==> config.mk <==
export PLATFORM = sky130hd
export DESIGN_NAME = instruction_fetch
export DESIGN_NICKNAME = d
export VERILOG_FILES = /design/src/rtl/instruction_fetch.sv
export SDC_FILE = /design/constraint.sdc
export NUM_CORES = 1
export LEC_CHECK = 0
export ABC_AREA = 1
export BUFFER_PORTS_ARGS = -buffer_cell sky130_fd_sc_hd__buf_2
export CAP_MARGIN = 25
export CORE_UTILIZATION = 45
export CTS_BUF_LIST = sky130_fd_sc_hd__clkbuf_8
export CTS_CLUSTER_SIZE = 28
export DETAILED_ROUTE_END_ITERATION = 6
export GPL_ROUTABILITY_DRIVEN = 0
export PLACE_DENSITY = 0.67
export RECOVER_POWER = 100
export SLEW_MARGIN = 10
export SYNTH_ARGS = -nofsm -noshare
export SYNTH_HDL_FRONTEND = slang
export SYNTH_SLANG_ARGS = --single-unit
==> constraint.sdc <==
create_clock -name clock -period 6.48 [get_ports clock]
set_clock_uncertainty 0.1 [all_clocks]
set_input_delay 0 -clock clock [delete_from_list [all_inputs] [get_ports clock]]
set_output_delay 0 -clock clock [all_outputs]
set_load 0.05 [all_outputs]
==> src/rtl/instruction_fetch.sv <==
// instruction_fetch: owns the PC, fetches words from instruction memory over a
// req/ack handshake and buffers {PC, instruction} pairs in a small FIFO that
// feeds decode. A taken-branch redirect flushes the buffer and restarts fetch.
// Optional build macro: FETCH_PERF_COUNT_EN adds the fetchStarve counter port.
module instruction_fetch #(
  parameter int          QUEUE_DEPTH = 2,
  parameter logic [31:0] RESET_PC    = 32'h0000_0000
) (
  input  logic        clock,
  input  logic        reset,
  output logic        memReq,
  output logic [31:0] memAddr,
  input  logic        memAck,
  input  logic [31:0] memData,
  input  logic        redirect,
  input  logic [31:0] redirectTarget,
  output logic        instValid,
  output logic [31:0] instruction,
  output logic [31:0] instPC,
  input  logic        instReady
`ifdef FETCH_PERF_COUNT_EN
  ,
  output logic [31:0] fetchStarve
`endif
);

  localparam int PTR_W = (QUEUE_DEPTH > 1) ? $clog2(QUEUE_DEPTH) : 1;
  localparam int CNT_W = $clog2(QUEUE_DEPTH + 1);
  localparam logic [CNT_W-1:0] DEPTH_C = CNT_W'(QUEUE_DEPTH);

  typedef enum logic [1:0] {
    FETCH = 2'd0,
    STALL = 2'd1,
    DRAIN = 2'd2
  } state_e;

  state_e           state_q, state_d;
  logic [31:0]      fetchPC_q, fetchPC_d;
  logic [31:0]      pendingTarget_q, pendingTarget_d;
  logic [CNT_W-1:0] count_q, count_d;
  logic [PTR_W-1:0] rdPtr_q, rdPtr_d;
  logic [PTR_W-1:0] wrPtr_q, wrPtr_d;
  logic [31:0]      fifoPC_q   [QUEUE_DEPTH];
  logic [31:0]      fifoInst_q [QUEUE_DEPTH];

  logic [31:0]      targetAligned;
  logic             push;
  logic             pop;
  logic [CNT_W-1:0] postCount;

  // Redirect kills both the decode handshake and any push; the low target bits are dropped.
  always_comb begin
    targetAligned = redirectTarget & ~32'h3;
    push          = (state_q == FETCH) && memAck && !redirect;
    pop           = (count_q != '0) && instReady && !redirect;
    postCount     = count_q + CNT_W'(push) - CNT_W'(pop);
  end

  // Next-state logic for the fetch FSM, PC, pending target and FIFO bookkeeping.
  always_comb begin
    state_d         = state_q;
    fetchPC_d       = fetchPC_q;
    pendingTarget_d = pendingTarget_q;
    count_d         = postCount;
    rdPtr_d         = rdPtr_q + PTR_W'(pop);
    wrPtr_d         = wrPtr_q + PTR_W'(push);

    if (redirect) begin
      count_d = '0;
      rdPtr_d = '0;
      wrPtr_d = '0;
    end

    case (state_q)
      FETCH: begin
        if (redirect) begin
          if (memAck) begin
            fetchPC_d = targetAligned;
          end else begin
            pendingTarget_d = targetAligned;
            state_d         = DRAIN;
          end
        end else if (memAck) begin
          fetchPC_d = fetchPC_q + 32'd4;
          state_d   = (postCount < DEPTH_C) ? FETCH : STALL;
        end
      end
      STALL: begin
        if (redirect) begin
          fetchPC_d = targetAligned;
          state_d   = FETCH;
        end else if (pop) begin
          state_d = FETCH;
        end
      end
      DRAIN: begin
        // A redirect landing on the stale ack itself uses the newest target so
        // the FSM never waits for an ack that will not come.
        if (memAck) begin
          fetchPC_d = redirect ? targetAligned : pendingTarget_q;
          state_d   = FETCH;
        end else if (redirect) begin
          pendingTarget_d = targetAligned;
        end
      end
      default: begin
        state_d = FETCH;
      end
    endcase
  end

  // Control state registers with synchronous reset.
  always_ff @(posedge clock) begin
    if (reset) begin
      state_q         <= FETCH;
      fetchPC_q       <= RESET_PC;
      pendingTarget_q <= RESET_PC;
      count_q         <= '0;
      rdPtr_q         <= '0;
      wrPtr_q         <= '0;
    end else begin
      state_q         <= state_d;
      fetchPC_q       <= fetchPC_d;
      pendingTarget_q <= pendingTarget_d;
      count_q         <= count_d;
      rdPtr_q         <= rdPtr_d;
      wrPtr_q         <= wrPtr_d;
    end
  end

  // FIFO storage; contents need no reset because count gates validity.
  always_ff @(posedge clock) begin
    if (!reset && push) begin
      fifoPC_q[wrPtr_q]   <= fetchPC_q;
      fifoInst_q[wrPtr_q] <= memData;
    end
  end

  // Outputs are forced quiet while reset is held.
  always_comb begin
    memReq      = !reset && (state_q != STALL);
    memAddr     = fetchPC_q;
    instValid   = !reset && (count_q != '0);
    instruction = reset ? 32'h0 : fifoInst_q[rdPtr_q];
    instPC      = reset ? 32'h0 : fifoPC_q[rdPtr_q];
  end

`ifdef FETCH_PERF_COUNT_EN
  logic [31:0] starve_q;

  // Saturating count of cycles in which decode had nothing to take.
  always_ff @(posedge clock) begin
    if (reset) begin
      starve_q <= 32'h0;
    end else if (!instValid && (starve_q != 32'hFFFF_FFFF)) begin
      starve_q <= starve_q + 32'd1;
    end
  end

  assign fetchStarve = starve_q;
`endif

endmodule
# ---- Word-level counts from Yosys, hierarchy flattened
# Memories as Yosys holds them, arrays and structs flattened. A register that Yosys moved wholly into a read port is not among the register bits.
# Cells that the tools add are included.
dict set report totals {
  mem_count 2
  latch_bits 0
  ff_bits 70
  mem_bits_rw 128
  mem_bits_ro 0
  elab_cells 68
}
# memory depth word_bits rd rd_clocked_by_memory_dff wr line_no
set mem_list {}
lappend mem_list {fifoInst_q 2 32 1 1 1 44} ;# logic [31:0] fifoInst_q [QUEUE_DEPTH];
lappend mem_list {fifoPC_q 2 32 1 1 1 43} ;# logic [31:0] fifoPC_q [QUEUE_DEPTH];
dict set report classes {
  add_sub_neg 5
  n_mul 0
  n_reduce_logical 17
  n_div 0
  shift 0
  n_mux 25
  bitwise 0
  order_cmp 1
  eq_ne 12
}
# op n
set ops {}
lappend ops {{32-bit two-way mux} 11}
lappend ops {{32-bit case mux with 3 select lines} 1}
lappend ops {{32-bit case mux with 2 select lines} 1}
lappend ops {{32-bit by 3-bit adder with 32-bit output, second input constant} 1}
lappend ops {{2-bit two-way mux} 6}
lappend ops {{2-bit inequality test, second input constant} 6}
lappend ops {{4-bit AND reduction} 3}
lappend ops {{3-bit inequality test, second input constant} 3}
lappend ops {{1-bit logical AND} 7}
lappend ops {{2-bit case mux with 3 select lines} 1}
lappend ops {{1-bit two-way mux} 5}
lappend ops {{2-bit nonzero test} 2}
lappend ops {{3-bit nonzero test} 1}
lappend ops {{1-bit adder} 2}
lappend ops {{2-bit by 1-bit adder with 2-bit output} 1}
lappend ops {{2-bit by 1-bit == test with 1-bit output, second input constant} 1}
lappend ops {{2-bit == test, second input constant} 1}
lappend ops {{1-bit zero test} 2}
lappend ops {{2-bit zero test} 1}
lappend ops {{2-bit < comparator, second input constant} 1}
lappend ops {{2-bit by 1-bit inequality test with 1-bit output, second input constant} 1}
lappend ops {{2-bit OR reduction} 1}
lappend ops {{2-bit by 1-bit subtractor with 2-bit output} 1}

# ---- Depth between registers and ports, before layout
# Gate-level depths: netlist of the first run.
dict set report depth {
  ltp_word 10
  mapped_depth 13
  depth_no_buf 13
}

# ---- Worst setup path after synthesis of the first run
# OpenSTA, ideal clock, no wires.
dict set report synth_path {
  path_kind {reg2reg}
  startpoint {reg state_q[1]}
  endpoint {mem fifoInst_q[1][0], enable pin}
  required_time_ns 5.815
  setup_time_ns 0.565
  t_arrival_ns 5.276
  setup_slack_ns 0.540
  stages_incl_launch_ff 7
  path_cell_list {dfxtp_1 -> inv_1 -> ha_1 -> nand2_1 -> inv_1 -> nand2_1 -> nor3_1}
}
dict set report synth_via {
  elab_chain_cells 6
}
# item line_no
set synth_lines {}
lappend synth_lines {{start, declared} 37} ;# state_e state_q, state_d;
lappend synth_lines {{start signal, assigned} 122} ;# state_q <= state_d;
lappend synth_lines {{2-bit zero test} 54} ;# push = (state_q == FETCH) && memAck && !redirect;
lappend synth_lines {{1-bit logical AND (2 in a row)} 54}
lappend synth_lines {{1-bit logical AND} 133} ;# if (!reset && push) begin
lappend synth_lines {{1-bit two-way mux} 133}
lappend synth_lines {{1-bit two-way mux (not written as such)} 135} ;# fifoInst_q[wrPtr_q] <= memData;
lappend synth_lines {{end, declared} 44}
# Every way passes these cells.

==> results of run 1 <==
[cells in the mapped netlist]
cell type,instances
sky130_fd_sc_hd__a31oi_1,4
sky130_fd_sc_hd__nor2_1,176
sky130_fd_sc_hd__nand3b_1,3
sky130_fd_sc_hd__o21ai_4,1
sky130_fd_sc_hd__buf_2,10
sky130_fd_sc_hd__a21oi_1,158
sky130_fd_sc_hd__nor3_1,2
sky130_fd_sc_hd__clkinv_1,1
sky130_fd_sc_hd__ha_1,6
sky130_fd_sc_hd__xor2_1,4
sky130_fd_sc_hd__a22oi_1,1
sky130_fd_sc_hd__inv_1,39
sky130_fd_sc_hd__o211a_1,2
sky130_fd_sc_hd__a211oi_1,1
sky130_fd_sc_hd__o21ai_0,107
sky130_fd_sc_hd__buf_4,1
sky130_fd_sc_hd__o21bai_1,6
sky130_fd_sc_hd__buf_6,4
sky130_fd_sc_hd__nand3_1,43
sky130_fd_sc_hd__nor3_4,1
sky130_fd_sc_hd__o221ai_1,1
sky130_fd_sc_hd__o211ai_1,1
sky130_fd_sc_hd__o21ai_1,1
sky130_fd_sc_hd__o21a_1,1
sky130_fd_sc_hd__buf_1,5
sky130_fd_sc_hd__a21oi_2,12
sky130_fd_sc_hd__nand2_1,283
sky130_fd_sc_hd__xnor2_1,2
sky130_fd_sc_hd__edfxtp_1,128
sky130_fd_sc_hd__clkbuf_1,47
sky130_fd_sc_hd__inv_2,4
sky130_fd_sc_hd__a32o_1,1
sky130_fd_sc_hd__nor2_2,3
sky130_fd_sc_hd__dfxtp_1,70
[per-layer routing]
| metal | routed length [microns] | global-route usage |
|---|---|---|
| met5 | 0 | 0 |
| met4 | 272 | 0.0698 |
| met3 | 1810 | 0.0404 |
| met2 | 11600 | 0.367 |
| met1 | 11400 | 0.324 |
[logic make-up after synthesis]
group	count (synthesis)	synth area share
and+or+nand+nor	511	0.213
AOI/OAI and AO/OA	297	0.169
DFF	198	0.556
buffers and inverters	111	0.0491
xor gates and xnor gates	6	0.00557
adders and majority gates	6	0.00796
[stage by stage]
stage	power, uW	instances	instance area (sq um)	utilization
finish	3450	1605	11300	0.553
global placement	2620	1508	10400	0.511
detailed placement	2640	1508	10400	0.511
floorplan	2370	1129	9430	-
global route	3630	1605	11300	0.553
CTS	3490	1604	11500	0.562
[layout by cell type, fill, tap and decap left out, drive strengths merged, types with 2 or more instances in the layout]
| cell type | instances |
|---|---|
| nand2 | 283 |
| nor2 | 179 |
| a21oi | 170 |
| clkbuf | 139 |
| edfxtp | 128 |
| o21ai | 109 |
| dfxtp | 70 |
| dlygate4sd3 | 64 |
| buf | 55 |
| inv | 50 |
| nand3 | 43 |
| clkinv | 7 |
| o21bai | 6 |
| ha | 6 |
| xor2 | 4 |
| a31oi | 4 |
| nor3 | 3 |
| nand3b | 3 |
| xnor2 | 2 |
| o211a | 2 |
| bufinv | 2 |
[worst max-delay path by stage]
stage,start,endpoint,cells after the start
after global placement,state_q[1]$_SDFFE_PP0P_,memAddr[30]$_SDFFE_PP0P_,9
after CTS,rdPtr_q$_SDFF_PP0_,instPC[28],6
after global routing,rdPtr_q$_SDFF_PP0_,instPC[24],6
after floorplan,state_q[1]$_SDFFE_PP0P_,fifoInst_q[1][0]$_DFFE_PP_,6
final,rdPtr_q$_SDFF_PP0_,instPC[29],6
after detailed placement,state_q[1]$_SDFFE_PP0P_,memAddr[30]$_SDFFE_PP0P_,9
[power by group through the flow]
| stage | registers [uW] | clock network [uW] | logic [uW] |
|---|---|---|---|
| floorplan | 1770 | 0 | 593 |
| global placement | 1650 | 0 | 970 |
| detailed placement | 1660 | 0 | 983 |
| CTS | 1630 | 854 | 1010 |
| global route | 1650 | 902 | 1080 |
| finish | 1630 | 833 | 986 |
[flip-flops by register name, indices dropped and copies added (netlist names)]
name             flops
rdPtr_q              1
state_q              2
count_q              2
memAddr             32
fifoInst_q          64
fifoPC_q            64
wrPtr_q              1
pendingTarget_q     32
[cell type report]
type / instances / share of cell area
clock buffer: 17 / 0.0208
clock inverter: 15 / 0.0162
inverter: 44 / 0.0148
multi-input combinational: 820 / 0.327
sequential: 198 / 0.466
tap: 270 / 0.0300
timing repair buffer: 241 / 0.125
==> reports/summary.txt, run 1 <==
unrepaired setup endpoints after global routing - no
max-cap viol count - 1
total internal power - 2120 uW
reg2reg end - pendingTarget_q[17]$_SDFFE_PP0P_
area grow syn2layout - 19.3%
Detailed Place HPWL - 15,300 microns
Max Fclk - 230 MHz
Die ar. - 0.0215 sq mm
DRC Markers - 0
Post-Route WL - 25,100 microns
worst-case vdd ir drop - 0.132 mV
die extent in y - 147 microns
count of nets after finishing - 1,397
Bufs on Longest Clock Path - 2
violations in the final reports - max-capacitance violations, max-slew violations
WL per Instance - 15.6 microns
PnR worst setup slack - 2140 ps
diode insertion count for antenna repair - 0
final number of max-transition violations - 48
syn_area_per_cell - 8.36 sq um
pin slew with the least headroom to its limit - 2330 ps
sequential fraction of the synthesis area - 0.556
H-Tree Level Count - 4
Hold Violations, Final - 0
instance count of the mapped netlist - 1,129
post-placement worst setup slack - 3900 ps
DRC marker count from the first detailed-route iteration - 755
wire length of the first global-routing pass - 39,400 microns
number of fill cells in the layout - 1,960
Largest delay share family, worst path - buffers and inverters
number of top-level design ports - 167
pwr/cell area - 306 mW/mm^2
final critical path time including I/O delays and setup - 4340 ps
maximum fanout count along the critical path - 65
P_leak - 0.00422 uW
R2R Path Start - state_q[0]$_SDFFE_PP0P_
Resized cells post-CTS - 0
post-synth cell types - 34
CP required - 6380 ps
total standard cell area after synthesis - 0.00943 sq mm
via density per instance - 5.24
hold-fix buffer count after cts - 64
largest incremental delay on the critical path - 1720 ps
crit path capture type - output port
source-to-sink clock delay at the later pin of the worst-skew pair - 470 ps
clock root buffer master - sky130_fd_sc_hd__clkbuf_8
worst-path cell with the longest stage delay - sky130_fd_sc_hd__clkbuf_1
vias in the first global route - 7,454
cell depth of the worst flop-to-flop path - 9
worst max-slew margin expressed relative to the limit - -0.556
sequence of cells on the critical path - buf_4 > inv_1 > clkbuf_1 > nor2_1 > nor2_1 > clkbuf_1
pin count of the biggest net entering global routing - 99
flip-flop and latch count after synthesis - 198
outcome - finished, violations left
YS warnings - 0
number of detailed-route iterations in the first pass - 5
hold worst-path end - memAddr[16]$_SDFFE_PP0P_
clock network power share - 0.242
tightest hold margin - 56.8 ps
TritonCTS clock tree - yes
# rows - 52
final setup violating endpoints - 0
total congestion overflow - 0
Crit path buffers/inverters - 4
initial antenna violation count - 0
number of buffers added on ports - 164
hold depth - 2
worst min-delay path category - in2reg
Initial Utilization - 0.463
fraction of power consumed by sequential logic - 0.472
number of buffers inserted during clock tree synthesis - 17
CP Data Arrival Time - 4240 ps
Synth area leaders - sky130_fd_sc_hd__edfxtp_1 41%, sky130_fd_sc_hd__dfxtp_1 15%, sky130_fd_sc_hd__nand2_1 11%
total setup buffers inserted after CTS - 0
Net Count, Synth - 1,204
power share of the combinational group - 0.286
Setup Total Neg Slack - 0 ps
Min-Delay Startpoint - reset
multi-input combinational cell area - 0.00368 sq mm
number of clock sinks - 198
post-detailed-route count of antenna-violating nets - 0
register area - 0.00525 sq mm
total vias in the final route - 8,413
final period utilization - 0.670
clock slew at the register clock pins of the worst setup and hold paths - 110 ps
startpoint type of the worst setup path - register
fraction of layout cells with a size suffix above 1 - 0.0719
fraction of synthesized cell area taken by the top area cell type - 0.407
cell accounting for the most synthesized area - sky130_fd_sc_hd__edfxtp_1
power spent charging and discharging nets - 1330 uW
type of the setup path with the least slack - reg2out
Worst R2R Setup Slack - 2900 ps
Sw Share - 0.386
horizontal die dimension - 147 microns
total core area - 0.0204 sq mm
GR Util All Layers - 0.231
(Power assumes the default switching activity.)
==> run 2, diff against run 1 <==
PLACE_DENSITY = 0.7   (was 0.67)
clock period = 3.96 ns   (was 6.48 ns; I/O delays follow)
==> run 2 against run 1 <==
Against the previous run: the flow still finishes with violations (max-capacitance violations, max-slew violations); clock-buffer cell count is the same; combinational power is 65% higher; critical path depth rose by 3; worst hold slack better by 9.1 ps; setup slack worse by 1300 ps; flip-flop and latch count stayed put; global-route usage rose by 0.81 points; non-clock buffer count up 10; sequential share of layout area fell by 0.56 points; largest cell class unchanged.
==> reports/summary.txt, run 2 (synthesis results as in run 1) <==
final period utilization - 0.791
final setup violating endpoints - 0 (unchanged)
number of detailed-route iterations in the first pass - 5 (unchanged)
number of buffers inserted during clock tree synthesis - 17 (unchanged)
die extent in y - 147 microns (unchanged)
final critical path time including I/O delays and setup - 3130 ps
pin slew with the least headroom to its limit - 1710 ps (-626 ps)
# rows - 52 (unchanged)
Max Fclk - 319 MHz
Die ar. - 0.0215 sq mm (unchanged)
total vias in the final route - 8,499 (+1.0%)
Post-Route WL - 25,700 microns (+2.4%)
total power draw - 5670 uW (+64%)
clock root buffer master - sky130_fd_sc_hd__clkbuf_8
horizontal die dimension - 147 microns (unchanged)
non-filler instance count after layout - 1,615 (+0.62%)
worst max-slew margin expressed relative to the limit - -0.139 (+0.417)
type of the setup path with the least slack - reg2reg
number of top-level design ports - 167 (unchanged)
total congestion overflow - 0 (unchanged)
H-Tree Level Count - 4 (unchanged)
clock slew at the register clock pins of the worst setup and hold paths - 100 ps (about the same)
Detailed Place HPWL - 15,800 microns (+3.1%)
Placed Cells - 1,514 (+0.40%)
Setup Total Neg Slack - 0 ps (unchanged)
Hold Violations, Final - 0 (unchanged)
crit path capture type - register
number of clock sinks - 198 (unchanged)
diode insertion count for antenna repair - 0 (unchanged)
end point of the critical path - pendingTarget_q[17]$_SDFFE_PP0P_
number of buffers added on ports - 164 (unchanged)
R2R Path Start - state_q[0]$_SDFFE_PP0P_
CP required - 4230 ps (-2150 ps)
P_leak - 0.00438 uW (+3.8%)
count of nets after finishing - 1,407 (+0.72%)
worst min-delay path category - in2reg
total core area - 0.0204 sq mm (unchanged)
total setup buffers inserted after CTS - 0 (unchanged)
maximum fanout count along the critical path - 25 (-62%)
Worst R2R Setup Slack - 830 ps (-2070 ps)
unrepaired setup endpoints after global routing - no
pin count of the biggest net entering global routing - 99 (unchanged)
WL per Instance - 15.9 microns (+1.8%)
Initial Utilization - 0.463 (unchanged)
largest registers ranked by flip-flop count - fifoInst_q (64), fifoPC_q (64)
area grow syn2layout - 20.8%
pwr/cell area - 498 mW/mm^2 (+62%)
cell depth of the worst flop-to-flop path - 9 (unchanged)
hold-fix buffer count after cts - 69 (+7.8%)
CP startpoint - state_q[0]$_SDFFE_PP0P_
CP Data Arrival Time - 3400 ps (-840 ps)
via density per instance - 5.26 (+0.40%)
DRC marker count from the first detailed-route iteration - 767 (+1.6%)
violations in the final reports - max-capacitance violations, max-slew violations
Bufs on Longest Clock Path - 2 (unchanged)
post-detailed-route count of antenna-violating nets - 0 (unchanged)
TritonCTS clock tree - yes
fraction of layout cells with a size suffix above 1 - 0.100 (+0.0285)
GR Util All Layers - 0.240 (+0.00807)
most common cell after layout, fill and taps aside - sky130_fd_sc_hd__nand2_1
wire length of the first global-routing pass - 40,300 microns (+2.3%)
initial antenna violation count - 0 (unchanged)
outcome - finished, violations left
top library cells by usage in the layout, fill and taps aside - 283 x sky130_fd_sc_hd__nand2_1, 177 x sky130_fd_sc_hd__nor2_1, 164 x sky130_fd_sc_hd__a21oi_1
reg2reg end - pendingTarget_q[17]$_SDFFE_PP0P_
startpoint type of the worst setup path - register
source-to-sink clock delay at the later pin of the worst-skew pair - 480 ps (about the same)
final number of max-transition violations - 100 (+110%)
worst-case vdd ir drop - 0.218 mV (+65%)
vias in the first global route - 7,558 (+1.4%)
max-cap viol count - 2 (+1)
DRC Markers - 0 (unchanged)
Resized cells post-CTS - 0 (unchanged)
==> run 2: routing by layer <==
| layer | global-route usage | up-vias | routed length (microns) |
|---|---|---|---|
| met5 | 0 | - | 0 |
| met4 | 0.0599 | 0 | 311 |
| met3 | 0.0447 | 23 | 1930 |
| met2 | 0.393 | 329 | 12000 |
| met1 | 0.327 | 3927 | 11400 |
| li1 | - | 4220 | - |
==> run 2: layout make-up <==
type	instances	area, sq um
clock inverters	15	194
fillers	1914	8970
clock buffers	17	234
multi-input cells	820	3700
repair buffers	251	1510
well taps	270	338
inverters	44	166
flip-flops and latches	198	5250
==> run 2: how the worst min path moves through the flow <==
stage	from	slack (ps)	to	cells past startpoint
CTS	reset	40	memAddr[10]$_SDFFE_PP0P_	2
global route	reset	60	memAddr[14]$_SDFFE_PP0P_	2
global placement	memData[7]	90	fifoInst_q[1][7]$_DFFE_PP_	1
detailed placement	memData[27]	90	fifoInst_q[1][27]$_DFFE_PP_	1
finish	reset	70	memAddr[5]$_SDFFE_PP0P_	2
floorplan	memData[0]	-1	fifoInst_q[0][0]$_DFFE_PP_	0
==> run 2: power breakdown <==
part	internal, uW	switching [uW]	total, uW	leakage (uW)
Clock	546	815	1360	0.000212
Combinational	464	1170	1630	0.00242
Sequential	2430	250	2670	0.00175
Total	3440	2240	5670	0.00438
==> run 2: per-stage QoR <==
| stage | worst slack (ps) | hold slack (ps) | instance area [sq um] | util |
|---|---|---|---|---|
| after floorplan | -38.6 | -1.13 | 9440 | - |
| after global placement | 1520 | 88.3 | 10500 | 0.513 |
| after CTS | 1310 | 39.4 | 11600 | 0.568 |
| after detailed placement | 1480 | 93.4 | 10500 | 0.513 |
| final | 826 | 65.9 | 11400 | 0.559 |
| after global routing | 565 | 56.4 | 11400 | 0.559 |
==> run 2: critical path: stages (launching register included) <==
cell and delay, ps:
sky130_fd_sc_hd__dfxtp_1 360, sky130_fd_sc_hd__inv_1 110, sky130_fd_sc_hd__ha_1 150, sky130_fd_sc_hd__buf_4 300, sky130_fd_sc_hd__o21ai_0 210, sky130_fd_sc_hd__nor2_1 450
sky130_fd_sc_hd__inv_1 480, sky130_fd_sc_hd__a21oi_1 230, sky130_fd_sc_hd__a21oi_1 80, sky130_fd_sc_hd__dlygate4sd3_1 560
